--- src/rtl/piso_serializer8_if.sv ---
// Handshake/data bundle between the upstream holding register and piso_serializer8.
// master drives the word and load strobe; slave (the serializer) drives the status outputs.
interface piso_serializer8_if #(
  parameter int WIDTH = 8
);
  logic [WIDTH-1:0] D;
  logic             ld_;
  logic             sout;
  logic             busy;
  logic             done;
  logic [3:0]       cnt;

  modport master (output D, ld_, input sout, busy, done, cnt);
  modport slave  (input D, ld_, output sout, busy, done, cnt);
endinterface

--- src/rtl/piso_serializer8.sv ---
// Parallel-in/serial-out stage: captures D on ld_ low in IDLE and shifts it out MSB-first.
// Optional macro PISO_PARITY_EN appends an even-parity bit after the LSB.
module piso_serializer8 #(
  parameter int WIDTH = 8
) (
  input  logic                clk,
  input  logic                clr,
  piso_serializer8_if.slave   bus
);

`ifdef PISO_PARITY_EN
  localparam int NB = WIDTH + 1;
`else
  localparam int NB = WIDTH;
`endif

  typedef enum logic [1:0] {IDLE, SHIFT, DONE} state_t;

  state_t          state, state_nxt;
  logic [NB-1:0]   cap;
  logic [NB-1:0]   shreg;
  logic            sout_q;
  logic [3:0]      cnt_q;
  logic            last_bit;
  logic            busy_c, done_c;

  // The parity bit rides along as the lowest bit of the shift register.
`ifdef PISO_PARITY_EN
  assign cap = {bus.D, ^bus.D};
`else
  assign cap = bus.D;
`endif

  assign last_bit = (cnt_q == 4'd1);

  // NOTE: sequential state uses non-blocking assignments so every register samples pre-edge values.
  always_ff @(posedge clk or posedge clr) begin
    if (clr) begin
      state  <= IDLE;
      shreg  <= '0;
      sout_q <= 1'b1;
      cnt_q  <= 4'd0;
    end else begin
      state <= state_nxt;
      case (state)
        IDLE: begin
          if (!bus.ld_) begin
            shreg  <= cap;
            sout_q <= cap[NB-1];
            cnt_q  <= 4'(NB);
          end
        end
        SHIFT: begin
          if (last_bit) begin
            sout_q <= 1'b1;
            cnt_q  <= 4'd0;
          end else begin
            shreg  <= shreg << 1;
            sout_q <= shreg[NB-2];
            cnt_q  <= cnt_q - 4'd1;
          end
        end
        default: ;
      endcase
    end
  end

  // NOTE: every combinational output gets a default first so no latch is inferred.
  always_comb begin
    state_nxt = state;
    case (state)
      IDLE:    if (!bus.ld_) state_nxt = SHIFT;
      SHIFT:   if (last_bit) state_nxt = DONE;
      DONE:    state_nxt = IDLE;
      default: state_nxt = IDLE;
    endcase
  end

  always_comb begin
    busy_c = 1'b0;
    done_c = 1'b0;
    case (state)
      SHIFT:   busy_c = 1'b1;
      DONE:    done_c = 1'b1;
      default: ;
    endcase
  end

  assign bus.sout = sout_q;
  assign bus.cnt  = cnt_q;
  assign bus.busy = busy_c;
  assign bus.done = done_c;

endmodule

--- src/flat_wrapper.sv ---
// flat-port wrapper written by rule: the top's interface ports become plain ports
module piso_serializer8_flat 
#(
  parameter int WIDTH = 8
)
  (clk, clr, bus_D, bus_ld_, bus_sout, bus_busy, bus_done, bus_cnt);
  piso_serializer8_if #(.WIDTH(WIDTH)) bus_i ();
  input  logic clk;
  input  logic clr;
  input wire logic [$bits(bus_i.D)-1:0] bus_D;
  input wire logic [$bits(bus_i.ld_)-1:0] bus_ld_;
  output wire logic [$bits(bus_i.sout)-1:0] bus_sout;
  output wire logic [$bits(bus_i.busy)-1:0] bus_busy;
  output wire logic [$bits(bus_i.done)-1:0] bus_done;
  output wire logic [$bits(bus_i.cnt)-1:0] bus_cnt;
  assign bus_i.D = bus_D;
  assign bus_i.ld_ = bus_ld_;
  assign bus_sout = bus_i.sout;
  assign bus_busy = bus_i.busy;
  assign bus_done = bus_i.done;
  assign bus_cnt = bus_i.cnt;
  piso_serializer8 #(.WIDTH(WIDTH)) u_core (.clk(clk), .clr(clr), .bus(bus_i));
endmodule
--- config.mk ---
export PLATFORM = sky130hd
export DESIGN_NAME = piso_serializer8_flat
export DESIGN_NICKNAME = d
export VERILOG_FILES = /design/src/rtl/piso_serializer8_if.sv /design/src/rtl/piso_serializer8.sv /design/src/flat_wrapper.sv
export SDC_FILE = /design/constraint.sdc
export NUM_CORES = 1
export LEC_CHECK = 0
export ABC_AREA = 1
export BUFFER_PORTS_ARGS = -buffer_cell sky130_fd_sc_hd__buf_2
export CAP_MARGIN = 10
export CORE_AREA = 5 5 44 46
export CTS_CLUSTER_SIZE = 40
export DETAILED_ROUTE_END_ITERATION = 7
export DIE_AREA = 0 0 49 51
export HOLD_SLACK_MARGIN = 0.15
export PLACE_DENSITY = 0.75
export SYNTH_ARGS = -nofsm -noshare
export SYNTH_HDL_FRONTEND = slang
export SYNTH_SLANG_ARGS = --single-unit
--- constraint.sdc ---
create_clock -name clk -period 2.35 [get_ports clk]
set_input_delay 0.47 -clock clk [delete_from_list [all_inputs] [get_ports clk]]
set_output_delay 0.47 -clock clk [all_outputs]
set_load 0.02 [all_outputs]
==> implementation parameters <==
Parameter                              Value

Placed design
  Last weighted congestion value of the routability-driven placer    0.814
  Post-DP HPWL    1110 um
  Number of buffer cells added on primary ports    17
  Cell Count Post-Placement    127
  Post-Place Setup Slack    924 ps

Routing
  Iteration-0 DRC Markers    5
  Average routed wire per standard cell    10.9 um
  Router iterations before antenna repair    4
  Final ANT Viol Nets    0
  Residual DRC    0
  Total wire length after detailed routing    1430 um
  Total via count in the routed design    643
  Detail-routed via count per cell    4.91

Yosys
  Portion of synthesized cell area occupied by the leading cell type    44.0%
  Yosys Warn Count    0
  Ranking of synthesized cells by area    sky130_fd_sc_hd__dfrtp_1 44%, sky130_fd_sc_hd__nand2_1 19%, sky130_fd_sc_hd__nand3_1 6.1%
  Fraction of registers with async set/reset    100%
  Sequential cell area fraction in the yosys report    47.5%
  Largest area contributor in the synthesized netlist    sky130_fd_sc_hd__dfrtp_1
  Count of unique library cells instantiated by Yosys    18
  Average size of a mapped cell    7.78 um^2
  Total of flip-flops plus latches after synthesis    14
  Number of synthesized flops with an enable pin    0
  Prevailing post-synth register cell    sky130_fd_sc_hd__dfrtp_1
  Post-synthesis cell count    95
  Synthesized cell area    739 um^2
  Number of nets in the synthesized netlist    108

Floorplan
  Die area    2500 um^2
  Row count    14
  Top-level port count    18
  Starting Density    50.3%
  Floorplan die width    49 um
  Standard cell core area    1470 um^2
  Vertical die dimension    51 um

Clocking
  # hold bufs at CTS    0
  Clock-pin slew reported for the worst setup and hold paths after clock tree synthesis    90 ps
  Max H-tree Level    1
  Source-to-sink clock delay at the later pin of the worst-skew pair    280 ps
  Number of buffers between clock root and the deepest sink    2
  CTS root buf    sky130_fd_sc_hd__clkbuf_4
  TritonCTS buffer count    3
  CTS tree    yes
  Count of cells resized by post-cts repair    0
  Post-CTS Setup Repair Bufs    0
  Sinks on the clock net    14

GRT
  Global route overflow    0
  Wire length of the first global-routing pass    2380 um
  Largest net degree at the start of global routing    15
  Overall routing resource usage    12.1%
  Via count of the first global-routing pass    592
  Number of antenna violations at the first check in global routing    0

Power
  Total power after layout    0.00126 W
  Switching share of total power    46.1%
  Power density over cell area    1440 nW/um^2
  Clock network fraction of design power    13.7%
  Leakage power of the design    0.502 nW
  Comb pwr share    52.4%
  Cell-internal power    0.000678 W
  Net switching power    0.000580 W
  Sequential power share    33.8%
  VDD IR max    0.781 mV

Timing
  Setup violation total in the final timing report    0
  Post-route fraction of the period consumed by the critical path    74.2%
  Fin Setup TNS    0 ps
  RSZ-0062 raised after global routing    no
  Relative slew slack    63.9%
  Total count of max-transition violations in the final report    0
  Achievable Freq    0.574 GHz
  Final setup skew    5.77 ps
  Number of failing hold endpoints at the final stage    0
  Slew at the pin closest to its max-slew limit    541 ps
  Final period demand of the worst path    1740 ps
  Worst setup margin    607 ps

Cells and area
  Layout cell share with drive strength beyond 1    27.0%
  Number of fill cells    142
  Number of standard cells in the layout, taps in and fillers out    131
  Final layout net count    129
  Number of diodes    0
  Area grow syn2layout    18.1%

Setup path
  Number of buffer and inverter instances along the worst setup path    3
  Start point of the critical path    u_core.state[1]
  Reg-to-reg setup timing slack    1060 ps
  Startpoint of the worst-slack reg-to-reg timing path    u_core.bus.cnt[1]
  CP arrival    1270 ps
  Series of cell instances along the critical path    inv_2, nand2_2, inv_4, buf_2
  CP endpoint kind    primary output
  CP max stage cell    sky130_fd_sc_hd__dfrtp_1
  Worst endpoint required time    1880 ps
  Family with the most delay on the worst path    buffers and inverters
  Peak per-stage delay on the critical path    400 ps
  Critical Path Source Type    flop
  Critical path type    reg2out
  Crit path max fanout    11

Min path
  Class of the most critical hold timing path    in2async

Outcome
  Status    completed

Job
  Max capacitance violation total    0
stage by stage:
step	utilization [%]	cell area (um^2)	hold slack, ps
final	59.4	873	217
after global routing	59.4	873	249
after CTS	59.4	873	231
after detailed placement	56.9	837	459
after global placement	56.9	837	457
after floorplan	-	739	359
synthesized netlist by cell type, types with 2 or more instances:
library cell / n
sky130_fd_sc_hd__nand2_4: 2
sky130_fd_sc_hd__o21ai_1: 2
sky130_fd_sc_hd__nand2_1: 37
sky130_fd_sc_hd__dfrtp_1: 13
sky130_fd_sc_hd__nand2_2: 2
sky130_fd_sc_hd__nand3_1: 9
sky130_fd_sc_hd__o22ai_1: 2
sky130_fd_sc_hd__nor2_1: 8
sky130_fd_sc_hd__inv_1: 10
sky130_fd_sc_hd__ha_1: 2
state kept, by name, indices dropped and copies added (netlist names):
name and cells:
u_core.bus.sout 1, u_core.state 2, u_core.shreg 7, u_core.bus.cnt 4
cell usage in the layout, fill, tap and decap left out:
cell and n:
sky130_fd_sc_hd__inv_1 10, sky130_fd_sc_hd__inv_2 1, sky130_fd_sc_hd__clkbuf_8 1, sky130_fd_sc_hd__o22ai_1 2
sky130_fd_sc_hd__buf_2 17, sky130_fd_sc_hd__inv_4 1, sky130_fd_sc_hd__dfrtp_1 13, sky130_fd_sc_hd__nand3_1 9
sky130_fd_sc_hd__nand2_2 2, sky130_fd_sc_hd__a21oi_2 1, sky130_fd_sc_hd__nor2_1 8, sky130_fd_sc_hd__o21ai_2 1
sky130_fd_sc_hd__nand2_4 2, sky130_fd_sc_hd__nand3_2 1, sky130_fd_sc_hd__o21ai_1 2, sky130_fd_sc_hd__nand2_1 37
sky130_fd_sc_hd__ha_1 2, sky130_fd_sc_hd__dfstp_2 1, sky130_fd_sc_hd__xnor2_1 1, sky130_fd_sc_hd__clkbuf_4 3
worst reg2reg max path: stages, from the launching register on:
cell and delay, ps:
sky130_fd_sc_hd__dfrtp_1 400, sky130_fd_sc_hd__inv_1 110, sky130_fd_sc_hd__ha_1 190, sky130_fd_sc_hd__nand3_2 130, sky130_fd_sc_hd__nand2_4 150, sky130_fd_sc_hd__nand2_4 100, sky130_fd_sc_hd__nand2_1 70, sky130_fd_sc_hd__nand2_1 50
cells by family (layout without fill, tap and decap cells):
kind of cell	after synthesis	count (layout)	share of synthesized area [%]
XOR/XNOR	1	1	1.18
adder cells (fa/ha/maj)	2	2	3.38
AO/OA/AOI/OAI	6	6	5.41
flip-flops	14	14	47.5
buffers and inverters	13	33	7.45
AND/OR/NAND/NOR	59	59	35.0
power groups by stage:
stage	logic, W	clock network, W	registers (W)
after floorplan	0.000473	0	0.000476
after global placement	0.000651	0	0.000428
after detailed placement	0.000667	0	0.000432
after CTS	0.000668	0.000178	0.000426
after global routing	0.000746	0.000194	0.000441
final	0.000659	0.000173	0.000426
routing by layer:
layer	vias up	global-route usage [%]	wire, um
met2	16	19.3	641
met5	-	0	0
li1	334	-	-
met4	0	6.73	13
met3	2	2.91	75
met1	291	15.2	700
path summary, 6_finish.rpt:
check / cells after the start / endpoint
setup / recovery: 4 / bus_busy
hold / removal: 2 / u_core.state[0]
setup reg to reg: 7 / u_core.shreg[5]
hold reg to reg: 2 / u_core.bus.sout
max in group asynchronous: 2 / u_core.bus.sout
min in group clk: 3 / u_core.shreg[0]
layout make-up:
type                            count  area (um^2)  share of cell area (%)
Timing Repair Buffer               17         85.1                    9.74
Inverter                           12         47.5                    5.44
Sequential cell                    14          352                    40.3
Clock buffer                        4         36.3                    4.15
Multi-Input combinational cell     68          333                    38.1
Tap cell                           16         20.0                    2.29
(Power assumes the default switching activity.)
